===== src/rtl/cc_register_bank.sv =====
// CPU-facing register bank: byte-lane writes, registered reads, read-only status regs.
// Define CC_REGS_SHADOW_EN to add shadow copies that are transferred to the active set on latch.
module cc_register_bank #(
  parameter int unsigned          ADDR_WIDTH  = 8,
  parameter int unsigned          DATA_WIDTH  = 16,
  parameter int unsigned          NUM_REGS    = 16,
  parameter logic [DATA_WIDTH-1:0] RESET_VALUE = '0,
  parameter logic [NUM_REGS-1:0]  RO_MASK     = '0
) (
  input  logic                         clk,
  input  logic                         reset,
  input  logic                         en,
  input  logic                         rd,
  input  logic                         wr,
  input  logic [DATA_WIDTH/8-1:0]      be,
  input  logic [ADDR_WIDTH-1:0]        addr,
  input  logic [DATA_WIDTH-1:0]        data_in,
  output logic [DATA_WIDTH-1:0]        data_out,
  output logic                         data_oe,
  output logic                         rd_valid,
  input  logic [NUM_REGS*DATA_WIDTH-1:0] ro_values,
  output logic [NUM_REGS*DATA_WIDTH-1:0] reg_values,
  output logic [NUM_REGS-1:0]          write_pulse
`ifdef CC_REGS_SHADOW_EN
  ,
  input  logic                         latch
`endif
);

  localparam int unsigned BE_WIDTH = DATA_WIDTH / 8;

  logic                  wr_q;
  logic                  commit;
  logic                  rd_req;
  logic [DATA_WIDTH-1:0] lane_mask;
  logic [DATA_WIDTH-1:0] rd_word;
  logic [NUM_REGS-1:0]   hit;
  logic [NUM_REGS-1:0]   pulse_d;
  // Bus-visible copy: the shadow when shadowing is enabled, else the active value.
  logic [DATA_WIDTH-1:0] bank_q [NUM_REGS];
  logic [DATA_WIDTH-1:0] bank_d [NUM_REGS];
  logic [DATA_WIDTH-1:0] active [NUM_REGS];

  // Rising edge of the strobe only; wr_q resets high so a held strobe never commits.
  assign commit = en & wr & ~wr_q & (|be);
  assign rd_req = en & rd & ~wr;

  always_comb begin
    lane_mask = '0;
    for (int unsigned k = 0; k < BE_WIDTH; k++) begin
      lane_mask[k*8 +: 8] = {8{be[k]}};
    end
  end

  always_comb begin
    hit     = '0;
    rd_word = '0;
    for (int unsigned i = 0; i < NUM_REGS; i++) begin
      hit[i] = (addr == ADDR_WIDTH'(i)) && !RO_MASK[i];
      if (addr == ADDR_WIDTH'(i)) begin
        rd_word = RO_MASK[i] ? ro_values[i*DATA_WIDTH +: DATA_WIDTH] : bank_q[i];
      end
    end
  end

  assign pulse_d = commit ? hit : '0;

  always_comb begin
    for (int unsigned i = 0; i < NUM_REGS; i++) begin
      bank_d[i] = bank_q[i];
      if (pulse_d[i]) begin
        bank_d[i] = (bank_q[i] & ~lane_mask) | (data_in & lane_mask);
      end
    end
  end

  always_ff @(posedge clk) begin
    if (reset) begin
      wr_q        <= 1'b1;
      data_out    <= '0;
      data_oe     <= 1'b0;
      rd_valid    <= 1'b0;
      write_pulse <= '0;
      for (int unsigned i = 0; i < NUM_REGS; i++) begin
        bank_q[i] <= RESET_VALUE;
      end
    end else begin
      wr_q        <= wr;
      data_oe     <= rd_req;
      rd_valid    <= rd_req;
      write_pulse <= pulse_d;
      if (rd_req) begin
        data_out <= rd_word;
      end
      for (int unsigned i = 0; i < NUM_REGS; i++) begin
        bank_q[i] <= bank_d[i];
      end
    end
  end

`ifdef CC_REGS_SHADOW_EN
  logic [DATA_WIDTH-1:0] active_q [NUM_REGS];

  // Copy the post-write value so a commit coinciding with latch lands in the active set.
  always_ff @(posedge clk) begin
    for (int unsigned i = 0; i < NUM_REGS; i++) begin
      if (reset) begin
        active_q[i] <= RESET_VALUE;
      end else if (latch) begin
        active_q[i] <= bank_d[i];
      end
    end
  end

  always_comb begin
    for (int unsigned i = 0; i < NUM_REGS; i++) begin
      active[i] = active_q[i];
    end
  end
`else
  always_comb begin
    for (int unsigned i = 0; i < NUM_REGS; i++) begin
      active[i] = bank_q[i];
    end
  end
`endif

  always_comb begin
    reg_values = '0;
    for (int unsigned i = 0; i < NUM_REGS; i++) begin
      reg_values[i*DATA_WIDTH +: DATA_WIDTH] =
          RO_MASK[i] ? ro_values[i*DATA_WIDTH +: DATA_WIDTH] : active[i];
    end
  end

endmodule


===== config.mk =====
export PLATFORM = sky130hd
export DESIGN_NAME = cc_register_bank
export DESIGN_NICKNAME = d
export VERILOG_FILES = /design/src/rtl/cc_register_bank.sv
export SDC_FILE = /design/constraint.sdc
export NUM_CORES = 1
export LEC_CHECK = 0
export CAP_MARGIN = 0
export CORE_AREA = 2 2 226 228
export DETAILED_ROUTE_END_ITERATION = 10
export DIE_AREA = 0 0 228 230
export PLACE_DENSITY = 0.61
export REMOVE_ABC_BUFFERS = 1
export SLEW_MARGIN = 15
export SYNTH_ARGS = -nofsm -noshare
export SYNTH_HDL_FRONTEND = slang
export SYNTH_SLANG_ARGS = --single-unit

===== constraint.sdc =====
create_clock -name clk -period 3.35 [get_ports clk]
set_input_delay 1.005 -clock clk [delete_from_list [all_inputs] [get_ports clk]]
set_output_delay 1.005 -clock clk [all_outputs]
set_load 0.01 [all_outputs]

# --- Word level (Yosys, flattened, before mapping) ---
# Memories as Yosys holds them, arrays and structs flattened.
# Index checks and enable logic that the tools add are counted.
# W data, S select, Z words.
classes:
  eq_ne: 15
  n_mux: 52
  bitwise_logic: 57
  n_reduce_logical: 2
op_table:
  columns: ["cell", "n"]
  rows:
  - ["$mux W16", 49]
  - ["$and A16 B16 Y16", 17]
  - ["$or A16 B16 Y16", 16]
  - ["$eq A8 B4 Y1 const B", 8]
  - ["$eq A8 B3 Y1 const B", 4]
  - ["$eq A8 B2 Y1 const B", 2]
  - ["$not A16 Y16", 1]
  - ["$or A1 B1 Y1", 16]
  - ["$eq A8 B1 Y1 const B", 1]
  - ["$logic_not A8 Y1", 1]
  - ["$and A1 B1 Y1", 5]
  - ["$mux W1", 3]
  - ["$not A1 Y1", 2]
  - ["$reduce_or A2 Y1", 1]
totals:
  reg_bits: 34
  ramBits: 256
  inputBits: 287
  out_inout_bits: 290
  elab_cells: 131
  mem_count: 1
memory_table:
  columns: ["name", "depth", "width", "rd", "rd_clocked_by_memory_dff", "write_ports", "line", "source"]
  rows:
  - ["bank_q", 16, 16, 16, 0, 16, "40", "logic [DATA_WIDTH-1:0] bank_q [NUM_REGS];"]

# --- Depth between registers and ports, before layout ---
depth:
  depth_word: 17
  depth_mapped: 9
  depth_no_buf: 6

# --- Worst setup path before layout ---
# OpenSTA, ideal clock, no wires.
synth_timing:
  path_type: "input port to flip-flop"
  startpoint: "in addr[5]"
  endpoint: "reg data_out[0]"
  setup_time_ns: 0.122
  arrival_time_ns: 2.594
  required_ns: 3.228
  path_slack_ns: 0.634
  path_stages: 8
  path_buffers: 3
  cell_sequence: "or4_1 > buf_6 > buf_6 > buf_6 > a2111oi_2 > a21oi_1 > o31ai_1 > a21oi_1"
synth_between:
  elab_chain_len: 17
  word_cells_on_any_way: 32
  cone_classes: "eq/ne: 15; mux: 16; reduce/logical: 1"
synth_lines:
  columns: ["item", "line", "source"]
  rows:
  - ["from (decl)", "16", "input logic [ADDR_WIDTH-1:0] addr,"]
  - ["$logic_not A8 Y1", "60", "if (addr == ADDR_WIDTH'(i)) begin"]
  - ["$mux W16 (15 in series)", "60", null]
  - ["$mux W16 (*)", "60", null]
  - ["to (signal assigned)", "93", "data_out <= rd_word;"]
  - ["to (decl)", "18", "output logic [DATA_WIDTH-1:0] data_out,"]
# Mark *: on every way between the ends. The rest lies on a longest branch, timed or not.
# A chain may end at the register's enable or synchronous reset.

# --- Worst setup path in the final report ---
layout_timing:
  startpoint: "in addr[5]"
  endpoint: "reg data_out[11]"
# Same word-level chain as after synthesis.

==> flow_summary.toml <==
[status]
status = "finished clean"

[place]
placed_cell_area_mm2 = 0.01802
gp_congestion = 0.9024
place_inst = 2637
dp_hpwl_um = 47140
portBuffers = 320
pre_cts_slack_ps = -137.2

[yosys]
ys_types = 63
synth_edf_count = 0
synth_top_area_share_pct = 44.15
yosysMostFrequentCell = "dfxtp_1"
synth_area_mm2 = 0.01315
synth-async-reset-ratio_pct = 0
synth_common_cells = "dfxtp_1, nand2_1, a21oi_1"
synth-seq-cells = 290
ys.flop_type = "dfxtp_1"
yosysWarnings = 0
synth.avg_cell_area_um2 = 8.068
yosysSeqAreaShare_pct = 44.15
synthTopCellsByArea = "dfxtp_1, mux2i_1, a21oi_1, nand2_1, nor2_1"
synth_cells = 1630
yosysTopAreaCell = "dfxtp_1"

[critical_path]
criticalPathCategory = "in -> reg"
crit_path_end = "data_out[11]"
worstSetupStartpoint = "addr[5]"
r2r-end = "data_out[0]"
ff2ff_path_depth = 6
rrSetupSlack_ps = 1490
start_kind = "input port"
cp-end-kind = "flip-flop"
cp_max_fo = 12
arrival_ps = 3470
cp_data_required_time_ps = 3790

[sta]
setup_viol = 0
period_share_pct = 90.55
rsz0062_at_grt = "false"
relSlewSlack_pct = 35.48
max_freq_mhz = 329.6
slew_viol_final = 0
finClkSkew_ps = 9.855
hold_viol_final = 0
period_minus_slack_ps = 3034
layout_setup_ws_ps = 316.5
final.setup.tns_ps = 0
worst_pin_slew_ps = 964.7

[drt]
wl_um = 63110
num_vias = 13980
drt-initial-drc-count = 1354
ant_nets = 0
drc = 0
wl_per_cell_um = 23.45
drt-vias-per-instance = 5.193
drt_pass1_iterations = 7

[cts]
tritoncts = "yes"
htreeDepth = 2
clk_pin_slew_ps = 60
cts_root_buf = "clkbuf_16"
ctsResizeCount = 0
postCtsSetupBuffers = 0
cts.sinks = 290
cts.path.max_buffers = 3
clk_latency_ps = 530
cts-hold-fix-buffers = 0
numCtsBuffers = 34

[grt]
gr-total-overflow = 0
gr-usage-all-layers_pct = 23.00
grt_pass1_wl_um = 91200
grt_pass1_vias = 13470
antenna_found_initial = 1
grt_max_degree = 106

[hold_path]
whs_path_depth = 2
hold_class = "reg -> reg"

[finish]
fin_area_mm2 = 0.01908
fin_nets = 2288
final_cells = 2691
area_delta_synth_final_pct = 45.09
fillers = 5057
final_layout_size_suffix_gt1_share_pct = 12.83

[power_and_ir_drop]
leakagePower_nw = 6.920
total_power_mw = 7.641
power.density_mw_per_mm2 = 400.5
irDropWorstVdd_mv = 0.3354

[job]
maxCapViolations = 0

[die]
die_h_um = 230
initial_utilization_pct = 26.37
die-area_mm2 = 0.05244
die_x_um = 228
rows = 82
io_pins = 577
core-area_mm2 = 0.04986
## logic make-up (layout without fill, tap and decap cells)
logic type,count (synthesis),count (layout),share of synthesized area (%)
DFF,290,290,44.15
and+or+nand+nor,588,588,20.34
AOI/OAI and AO/OA,461,461,20.09
other,0,1,0
muxes,136,136,10.47
buffers and inverters,155,543,4.957
## worst max-delay path: stages
cell and delay, ps:
clkdlybuf4s50_1 410, or4_1 520, buf_4 240, nor2_2 190
buf_4 230, nand2_1 270, o22ai_1 270, nor3_1 80
a211oi_1 230
## cell usage in the layout, fill, tap and decap left out, types with 4 or more instances in the layout
cell type and count:
a211oi_1 6, a21oi_1 221, a221o_1 5, a221oi_1 5, a22oi_1 16, a2bb2oi_1 4, a31oi_1 7, a32oi_1 4
and2_1 6, buf_12 19, buf_4 146, clkbuf_1 10, clkbuf_16 37, clkdlybuf4s50_1 316, dfxtp_1 290, inv_1 6
mux2_2 12, mux2i_1 124, nand2_1 240, nand2b_1 5, nand3_1 76, nand3_2 6, nor2_1 177, nor2_2 7
nor2b_1 9, nor3_1 24, nor3_4 6, nor3b_1 4, o211ai_1 8, o21a_1 6, o21ai_0 118, o221ai_1 8
o22ai_1 26, or2_2 5
## metal layers
metal  track usage [%]  up-vias  part of all wire, %
met2             37.80      673                   47
met3             6.089      132                  8.2
met1             28.58     6720                   41
met5                 0        -                    0
met4             9.334        0                  4.1
li1                  -     6450                    -
## power by group
part | leakage [nW] | internal, mW | switching [mW] | total [mW]
Clock | 0.515 | 2.17 | 1.49 | 3.66
Sequential | 2.34 | 3.46 | 0.00568 | 3.46
Combinational | 4.07 | 0.160 | 0.359 | 0.519
Total | 6.92 | 5.79 | 1.85 | 7.64
## worst min path at each step
| stage | from | to | slack [ps] |
|---|---|---|---|
| after floorplan | flip-flop | flip-flop | 480 |
| after global placement | flip-flop | flip-flop | 460 |
| after detailed placement | flip-flop | flip-flop | 460 |
| after CTS | flip-flop | flip-flop | 470 |
| after global routing | flip-flop | flip-flop | 490 |
| final | flip-flop | flip-flop | 470 |
## per-stage QoR
| step | hold slack (ps) | utilization [%] |
|---|---|---|
| after global placement | 455.3 | 36.15 |
| after detailed placement | 461.5 | 36.15 |
| after floorplan | 479.7 | - |
| after CTS | 469.0 | 38.26 |
| final | 468.9 | 38.26 |
| after global routing | 485.5 | 38.26 |
## area by class of cell
class / instances / area (um^2) / area share, %
Sequential cell: 290 / 5806 / 30.43
Clock inverter: 5 / 75.07 / 0.3935
Antenna cell: 1 / 2.502 / 0.01312
Multi-Input combinational cell: 1185 / 6693 / 35.08
Clock buffer: 48 / 977.2 / 5.122
Inverter: 6 / 22.52 / 0.1180
Timing Repair Buffer: 484 / 4663 / 24.44
Tap cell: 672 / 840.8 / 4.407
No activity file was read; power rests on OpenSTA's default activity.
